`src/rtl/branch_redirect_unit.sv`:
```
// branch_redirect_unit
//   Detects branch/jump mispredicts coming out of the branch execution unit,
//   issues a ROB-tagged flush pulse to the backend and a PC redirect to fetch,
//   then holds a fixed drain window before accepting a new recovery.
//   Only the oldest outstanding mispredict is tracked. Ages are measured
//   relative to the ROB head, so the comparison is safe across ROB wrap.
//   Optional build macro: BRANCH_REDIRECT_STATS_EN adds saturating event
//   counters (stat_branches, stat_mispredicts, stat_dropped).
module branch_redirect_unit #(
  parameter int ADDR_WIDTH   = 32,
  parameter int ROB_IDX_W    = 5,
  parameter int DRAIN_CYCLES = 4
) (
  input  logic                  clk,
  input  logic                  rst,
  input  logic                  br_valid,
  input  logic [ROB_IDX_W-1:0]  br_rob_idx,
  input  logic [ADDR_WIDTH-1:0] br_pc,
  input  logic                  br_is_jump,
  input  logic [ADDR_WIDTH-1:0] br_target,
  input  logic                  br_pred_taken,
  input  logic [ADDR_WIDTH-1:0] br_pred_target,
  input  logic [ROB_IDX_W-1:0]  rob_head_idx,
  input  logic                  redirect_ready,
  output logic                  redirect_valid,
  output logic [ADDR_WIDTH-1:0] redirect_pc,
  output logic                  flush_valid,
  output logic [ROB_IDX_W-1:0]  flush_rob_idx,
`ifdef BRANCH_REDIRECT_STATS_EN
  output logic [31:0]           stat_branches,
  output logic [31:0]           stat_mispredicts,
  output logic [31:0]           stat_dropped,
`endif
  output logic                  recovery_busy
);

  localparam int CNT_W = (DRAIN_CYCLES < 2) ? 1 : $clog2(DRAIN_CYCLES + 1);

  typedef enum logic [1:0] {
    ST_IDLE     = 2'd0,
    ST_REDIRECT = 2'd1,
    ST_DRAIN    = 2'd2
  } state_t;

  state_t               state;
  logic [CNT_W-1:0]     drain_cnt;

  logic                  vld_p0;
  logic                  mispredict_p0;
  logic [ADDR_WIDTH-1:0] correct_pc_p0;
  logic [ROB_IDX_W-1:0]  new_age_p0;
  logic [ROB_IDX_W-1:0]  cur_age_p0;
  logic                  accept_p0;

  // Evaluate the incoming resolution: mispredict detection, correct PC and
  // wrap-safe age comparison against the currently tracked mispredict.
  always_comb begin
    vld_p0        = br_valid;
    mispredict_p0 = vld_p0 &&
                    ((br_pred_taken != br_is_jump) ||
                     (br_is_jump && (br_pred_target != br_target)));
    correct_pc_p0 = br_is_jump ? br_target : (br_pc + ADDR_WIDTH'(4));
    new_age_p0    = br_rob_idx - rob_head_idx;
    cur_age_p0    = flush_rob_idx - rob_head_idx;
    accept_p0     = mispredict_p0 &&
                    ((state == ST_IDLE) || (new_age_p0 < cur_age_p0));
  end

  // ---- stage boundary: resolution evaluation -> recovery sequencer ----

  // Recovery FSM with registered outputs; an accepted (older) mispredict
  // always takes priority over a same-cycle handshake or drain step.
  always_ff @(posedge clk) begin
    if (rst) begin
      state          <= ST_IDLE;
      drain_cnt      <= '0;
      redirect_valid <= 1'b0;
      redirect_pc    <= '0;
      flush_valid    <= 1'b0;
      flush_rob_idx  <= '0;
      recovery_busy  <= 1'b0;
    end else begin
      flush_valid <= 1'b0;
      if (accept_p0) begin
        state          <= ST_REDIRECT;
        redirect_valid <= 1'b1;
        redirect_pc    <= correct_pc_p0;
        flush_valid    <= 1'b1;
        flush_rob_idx  <= br_rob_idx;
        recovery_busy  <= 1'b1;
      end else begin
        case (state)
          ST_REDIRECT: begin
            if (redirect_ready) begin
              state          <= ST_DRAIN;
              drain_cnt      <= CNT_W'(DRAIN_CYCLES);
              redirect_valid <= 1'b0;
            end
          end
          ST_DRAIN: begin
            drain_cnt <= drain_cnt - CNT_W'(1);
            if (drain_cnt == CNT_W'(1)) begin
              state         <= ST_IDLE;
              recovery_busy <= 1'b0;
            end
          end
          default: begin
            state          <= ST_IDLE;
            redirect_valid <= 1'b0;
            recovery_busy  <= 1'b0;
          end
        endcase
      end
    end
  end

`ifdef BRANCH_REDIRECT_STATS_EN
  function automatic logic [31:0] sat_inc(input logic [31:0] v);
    return (v == 32'hFFFF_FFFF) ? v : (v + 32'd1);
  endfunction

  logic drop_p0;

  // A mispredict seen while recovering that is not older gets dropped.
  always_comb begin
    drop_p0 = mispredict_p0 && (state != ST_IDLE) && !accept_p0;
  end

  // Saturating event counters.
  always_ff @(posedge clk) begin
    if (rst) begin
      stat_branches    <= '0;
      stat_mispredicts <= '0;
      stat_dropped     <= '0;
    end else begin
      if (vld_p0)    stat_branches    <= sat_inc(stat_branches);
      if (accept_p0) stat_mispredicts <= sat_inc(stat_mispredicts);
      if (drop_p0)   stat_dropped     <= sat_inc(stat_dropped);
    end
  end
`endif

endmodule

```
`config.mk`:
```
export PLATFORM = sky130hd
export DESIGN_NAME = branch_redirect_unit
export DESIGN_NICKNAME = d
export VERILOG_FILES = /design/src/rtl/branch_redirect_unit.sv
export SDC_FILE = /design/constraint.sdc
export NUM_CORES = 1
export LEC_CHECK = 0
export CAP_MARGIN = 30
export CORE_ASPECT_RATIO = 1.2
export CORE_MARGIN = 8
export CORE_UTILIZATION = 46
export DETAILED_ROUTE_END_ITERATION = 12
export GPL_ROUTABILITY_DRIVEN = 0
export PLACE_DENSITY = 0.92
export SETUP_SLACK_MARGIN = 0.02
export SLEW_MARGIN = 10
export SYNTH_ARGS = -nofsm -noshare
export SYNTH_HDL_FRONTEND = slang
export SYNTH_SLANG_ARGS = --single-unit
export TNS_END_PERCENT = 50
```
`constraint.sdc`:
```
create_clock -name clk -period 6.3 [get_ports clk]
set_input_delay 0.945 -clock clk [delete_from_list [all_inputs] [get_ports clk]]
set_output_delay 0.945 -clock clk [all_outputs]
set_load 0.01 [all_outputs]
```
=== Yosys cells after proc, flatten, opt, wreduce, memory -nomap -nowiden ===
Index checks and enable logic that the tools add are counted.

* Register bits: 45
* Input bits: 112
* Output and inout bits: 40
* Logic and storage cells: 52

* Add/subtract/negate cells: 4
* Magnitude comparators: 1
* Eq/ne operators: 11
* Mux-type cells: 14
* Bitwise operators: 1
* Reductions and logical operators: 13

{| class="wikitable"
|+ Operator list
! operator !! number
|-
| adder 32 x 3 -> 32 bit, second input constant || 1
|-
| 2-to-1 mux 32 bit || 1
|-
| inequality test 32 bit || 1
|-
| subtractor 5 bit || 2
|-
| inequality test 2 bit, second input constant || 4
|-
| AND reduction 2 bit || 4
|-
| 2-to-1 mux 1 bit || 6
|-
| inequality test 3 bit, second input constant || 2
|-
| case mux 3 bit (2 select lines) || 1
|-
| less-than comparator 5 bit || 1
|-
| 2-to-1 mux 2 bit || 2
|-
| case mux 1 bit (2 select lines) || 2
|-
| case mux 2 bit (2 select lines) || 1
|-
| == test 3 x 1 -> 1 bit, second input constant || 1
|-
| logical AND 1 bit || 3
|-
| 2-to-1 mux 3 bit || 1
|-
| AND reduction 3 bit || 1
|-
| subtractor 3 x 1 -> 3 bit, second input constant || 1
|-
| == test 2 x 1 -> 1 bit, second input constant || 1
|-
| == test 2 bit, second input constant || 1
|-
| logical NOT 2 bit || 1
|-
| logical OR 1 bit || 2
|-
| nonzero test 2 bit || 1
|-
| OR reduction 2 bit || 1
|-
| other kinds (2) || 2
|}

=== Longest topological paths before layout ===
* Depth after elaboration: 7
* Depth in mapped cells: 15
* Depth with buffers taken out: 13

=== Worst setup path before layout ===
No wires, ideal clock.

* Path type: input to register
* Start point: input port br_rob_idx[0]
* End point: register redirect_pc[15]
* Setup time: 0.128 ns
* Arrival time: 3.379 ns
* Required time: 6.172 ns
* Setup slack: 2.793 ns
* Stages on the path: 14
* Buffers on the path: 1
* Cells stage by stage: inv_1 -> ha_1 -> inv_1 -> fa_1 -> a21o_1 -> a21oi_1 -> xnor2_1 -> ha_1 -> a21oi_1 -> o21a_1 -> o221ai_1 -> nor2_1 -> clkbuf_1 -> o21ai_0

* Cells in the longest elaborated chain, start to end: 4

{| class="wikitable"
|+ RTL lines
! element !! line !! RTL
|-
| start: declaration || 17 || <nowiki>input logic [ROB_IDX_W-1:0] br_rob_idx,</nowiki>
|-
| subtractor 5 bit || 63 || <nowiki>new_age_p0 = br_rob_idx - rob_head_idx;</nowiki>
|-
| less-than comparator 5 bit || 66 || <nowiki>((state == ST_IDLE) || (new_age_p0 < cur_age_p0));</nowiki>
|-
| logical OR 1 bit || 66 ||
|-
| logical AND 1 bit || 65 || <nowiki>accept_p0 = mispredict_p0 &&</nowiki>
|-
| end signal: assignment || 87 || <nowiki>redirect_pc <= correct_pc_p0;</nowiki>
|-
| end: declaration || 26 || <nowiki>output logic [ADDR_WIDTH-1:0] redirect_pc,</nowiki>
|}

Every way passes these cells.
A chain may end at the register's enable or synchronous reset.

=== Final worst setup path ===
* Start point: input port br_rob_idx[0]
* End point: register redirect_pc[12]

The elaborated chain is that of the path after synthesis.

==> flow_metrics.py <==
metrics = {
    "setup_path": {
        "timing.critical_path.arrival_ns": 4.77,
        "worst_r2r_path_depth": 13,
        "critPathCaptureType": "flop",
        "worst_setup_path_endpoint": "redirect_pc[12]$_SDFFE_PP0P_",
        "timing_worst_setup_path_type": "input port to flop",
        "rr_startpoint": "flush_rob_idx[0]$_SDFFE_PP0P_",
        "worst_setup_path_startpoint": "br_rob_idx[0]",
        "reg2reg_slack_ns": 2.52,
        "critPathLaunchType": "input port",
        "critPathRequiredTime_ns": 6.49,
        "critPathMaxFanout": 27,
        "r2r_endpoint": "redirect_pc[12]$_SDFFE_PP0P_",
    },
    "die": {
        "core_area_mm2": 0.00727,
        "effective_utilization_at_floorplan_pct": 47.7,
        "core.rowCount": 34,
        "floorplan.io_pins": 152,
        "die_area_mm2": 0.0106,
        "die_y_um": 111,
        "chipWidth_um": 95.3,
    },
    "timing": {
        "final_hold_viol_count": 0,
        "setup_viol": 0,
        "period_share_pct": 72.7,
        "slew-limit-headroom_pct": 42.9,
        "timing_worst_slew_pin_value_ns": 0.857,
        "timing.clock.skew_ns": 0.00435,
        "timing_max_transition_violations_final": 0,
        "finalCriticalPeriod_ns": 4.58,
        "smallest_setup_slack_after_layout_ns": 1.72,
        "fin_tns_setup_ns": 0,
        "max_freq_mhz": 218,
        "setup_repair_after_global_routing_missed_its_margin": "no",
    },
    "power": {
        "cellLeakagePower_nw": 1.87,
        "post-layout-total-power_w": 0.000836,
        "power_frac_comb_pct": 40.2,
        "p_seq_share_pct": 38.7,
        "cell_internal_pwr_w": 0.000564,
        "sw_frac_of_total_pct": 32.5,
        "pwr-share-clk_pct": 21.1,
        "power.ir.vdd_worst_v": 0.000118,
        "power_density_mw_per_mm2": 163,
        "switching_power_w": 0.000272,
    },
    "run_status": {
        "status": "completed",
    },
    "layout": {
        "seq_area_um2": 901,
        "finish.cell_count_without_fillers": 657,
        "area.growth.synth_to_final_pct": 48.3,
        "n_antenna_cell": 0,
        "fin_nets": 698,
        "multi_input_comb_area_mm2": 0.00238,
        "drive_gt1_share_pct": 5.11,
        "most_common_cell_after_layout_fill_and_taps_aside": "sky130_fd_sc_hd__clkdlybuf4s50_1",
        "post-route-cell-area_mm2": 0.00514,
        "most-common-layout-cells": "sky130_fd_sc_hd__clkdlybuf4s50_1 (151), sky130_fd_sc_hd__xnor2_1 (50), sky130_fd_sc_hd__dfxtp_1 (45)",
        "nFillCells": 552,
    },
    "logic_synthesis": {
        "syn_nets": 559,
        "ys_seq_area_share_pct": 26.0,
        "synth.cell_area_mm2": 0.00347,
        "avgSynthCellArea_um2": 8.12,
        "seq_cells_post_synth": 45,
        "post_synth_num_cell_types": 43,
        "yosys_warnings": 0,
        "postSynthCellCount": 427,
    },
    "route": {
        "drtAntennaViolNets": 0,
        "wirelength_um": 13300,
        "vias_after_detailed_routing": 3957,
        "route.detailed.drc": 0,
        "detailedRoute.firstIterationViolations": 224,
        "wl_per_cell_um": 20.2,
        "drt-vias-per-instance": 6.02,
        "drt_first_pass_iters": 4,
    },
    "worst_hold_path": {
        "timing.hold.worst.class": "flop to flop",
        "holdCritStartpoint": "redirect_pc[22]$_SDFFE_PP0P_",
    },
    "placement": {
        "placed_cell_area_mm2": 0.00503,
        "detailed_place_hpwl_um": 10600,
        "dp_cells": 647,
        "io_buffers": 151,
        "preCtsSetupSlack_ns": 1.48,
    },
    "clock_network": {
        "holdBufCountCts": 0,
        "ctsResizeCount": 0,
        "cts_inserted_buffers": 5,
        "cts-htree-levels": 2,
        "clk_root_buffer_cell": "sky130_fd_sc_hd__clkbuf_8",
        "post_cts_buffers": 0,
        "cts_max_path_buffers": 2,
        "clock-sinks": 45,
        "worst_skew_pair_latency_ns": 0.29,
        "clock_tree_from_tritoncts": "done",
        "clkTransAtPathRegs_ns": 0.09,
    },
    "grt": {
        "grt.overflow.total": 0,
        "grt_start_max_net_pins": 40,
        "vias_in_the_first_global_route": 4159,
        "grt_first_pass_wirelength_um": 20900,
        "antenna_violations_before_repair": 0,
        "groute.usage.overall_pct": 24.6,
    },
    "job": {
        "maxCapViolCount": 0,
    },
}
==> critical path, cell delays in order <==
cell                              delay [ns]
sky130_fd_sc_hd__clkdlybuf4s50_1        0.44
sky130_fd_sc_hd__inv_1                  0.08
sky130_fd_sc_hd__ha_1                   0.15
sky130_fd_sc_hd__inv_1                  0.06
sky130_fd_sc_hd__fa_1                   0.41
sky130_fd_sc_hd__a21o_1                 0.18
sky130_fd_sc_hd__a21oi_1                0.19
sky130_fd_sc_hd__xnor2_1                0.11
sky130_fd_sc_hd__ha_1                   0.32
sky130_fd_sc_hd__a21oi_1                0.16
sky130_fd_sc_hd__o21a_1                 0.17
sky130_fd_sc_hd__o221a_2                0.59
sky130_fd_sc_hd__nand2_1                0.54
sky130_fd_sc_hd__a31o_2                 0.41
==> per-stage QoR <==
step | util (%) | hold slack [ns]
finish | 70.7 | 0.466
detailed placement | 69.1 | 0.453
global placement | 68.8 | 0.447
CTS | 70.2 | 0.466
floorplan | - | 0.462
global route | 70.7 | 0.502
==> sequential cells by signal (all words and copies together), names as in the netlist <==
signal,count
drain_cnt,3
flush_rob_idx,5
flush_valid,1
recovery_busy,1
redirect_pc,32
redirect_valid,1
state,2
==> worst min path at each step <==
stage	to	slack [ns]	cells past startpoint
after floorplan	drain_cnt[2]$_SDFFE_PP0P_	0.46	2
after global placement	redirect_pc[18]$_SDFFE_PP0P_	0.45	2
after detailed placement	redirect_pc[8]$_SDFFE_PP0P_	0.45	2
after CTS	redirect_pc[8]$_SDFFE_PP0P_	0.47	2
after global routing	redirect_pc[16]$_SDFFE_PP0P_	0.50	2
final	redirect_pc[22]$_SDFFE_PP0P_	0.47	2
==> kinds of logic after synthesis <==
family / after synthesis / share of synthesized area, %
buffers and inverters: 47 / 5.63
AO/OA/AOI/OAI: 124 / 23.3
XOR/XNOR: 68 / 17.2
AND/OR/NAND/NOR: 116 / 18.3
multiplexers: 7 / 2.02
adder cells (fa/ha/maj): 20 / 7.65
flip-flops: 45 / 26.0
==> synth_stat cells <==
library cell	n	area (µm²)
sky130_fd_sc_hd__buf_2	3	15.0
sky130_fd_sc_hd__ha_1	18	225
sky130_fd_sc_hd__clkinv_1	1	3.75
sky130_fd_sc_hd__a211oi_1	6	45.0
sky130_fd_sc_hd__nand3_1	18	90.1
sky130_fd_sc_hd__o2111ai_1	15	131
sky130_fd_sc_hd__buf_6	1	11.3
sky130_fd_sc_hd__a21o_1	4	30.0
sky130_fd_sc_hd__inv_1	20	75.1
sky130_fd_sc_hd__and4_2	1	10.0
sky130_fd_sc_hd__o21a_1	13	97.6
sky130_fd_sc_hd__nor2_1	17	63.8
sky130_fd_sc_hd__o221ai_1	2	17.5
sky130_fd_sc_hd__a21oi_1	29	145
sky130_fd_sc_hd__fa_1	2	40.0
sky130_fd_sc_hd__nand4_2	1	12.5
sky130_fd_sc_hd__o31ai_1	3	22.5
sky130_fd_sc_hd__nor3_1	8	40.0
sky130_fd_sc_hd__mux2i_1	7	70.1
sky130_fd_sc_hd__nor2b_1	3	18.8
sky130_fd_sc_hd__and2_1	2	12.5
sky130_fd_sc_hd__nor4_4	1	21.3
sky130_fd_sc_hd__or4b_1	1	10.0
sky130_fd_sc_hd__buf_1	1	3.75
sky130_fd_sc_hd__o211ai_1	6	45.0
sky130_fd_sc_hd__or2_2	1	6.26
sky130_fd_sc_hd__nor4_1	10	62.6
sky130_fd_sc_hd__xor2_1	18	158
sky130_fd_sc_hd__a221oi_1	1	8.76
sky130_fd_sc_hd__o21ai_0	35	175
sky130_fd_sc_hd__o221a_2	1	11.3
sky130_fd_sc_hd__and4_1	2	17.5
sky130_fd_sc_hd__a21boi_0	1	7.51
sky130_fd_sc_hd__dfxtp_1	45	901
sky130_fd_sc_hd__nand2_1	23	86.3
sky130_fd_sc_hd__nor4_2	1	12.5
sky130_fd_sc_hd__nand2b_1	5	31.3
sky130_fd_sc_hd__a31o_2	8	70.1
sky130_fd_sc_hd__nand4_1	15	93.8
sky130_fd_sc_hd__and3_1	7	43.8
sky130_fd_sc_hd__xnor2_1	50	438
sky130_fd_sc_hd__clkbuf_4	2	15.0
sky130_fd_sc_hd__clkbuf_1	19	71.3
==> power by group through the flow <==
stage                     sequential (W)  combinational (W)  clock, W
after floorplan                 0.000339           0.000140         0
final                           0.000324           0.000336  0.000176
after detailed placement        0.000330           0.000328         0
after global routing            0.000326           0.000360  0.000187
after CTS                       0.000323           0.000330  0.000176
after global placement          0.000328           0.000315         0
==> per-layer routing <==
| metal | share of wire, % | vias up | track usage, % |
|---|---|---|---|
| li1 | - | 1831 | - |
| met2 | 50 | 235 | 41.5 |
| met4 | 5.9 | 0 | 15.7 |
| met1 | 35 | 1832 | 26.1 |
| met5 | 0 | - | 0 |
| met3 | 8.9 | 59 | 6.17 |
==> layout make-up <==
class,count,share of cell area (%)
Multi-Input combinational cell,335,46.2
Clock buffer,6,1.41
Sequential cell,45,17.5
Timing Repair Buffer,158,30.9
Clock inverter,2,0.195
Inverter,21,1.53
Tap cell,90,2.19
(Power assumes the default switching activity.)
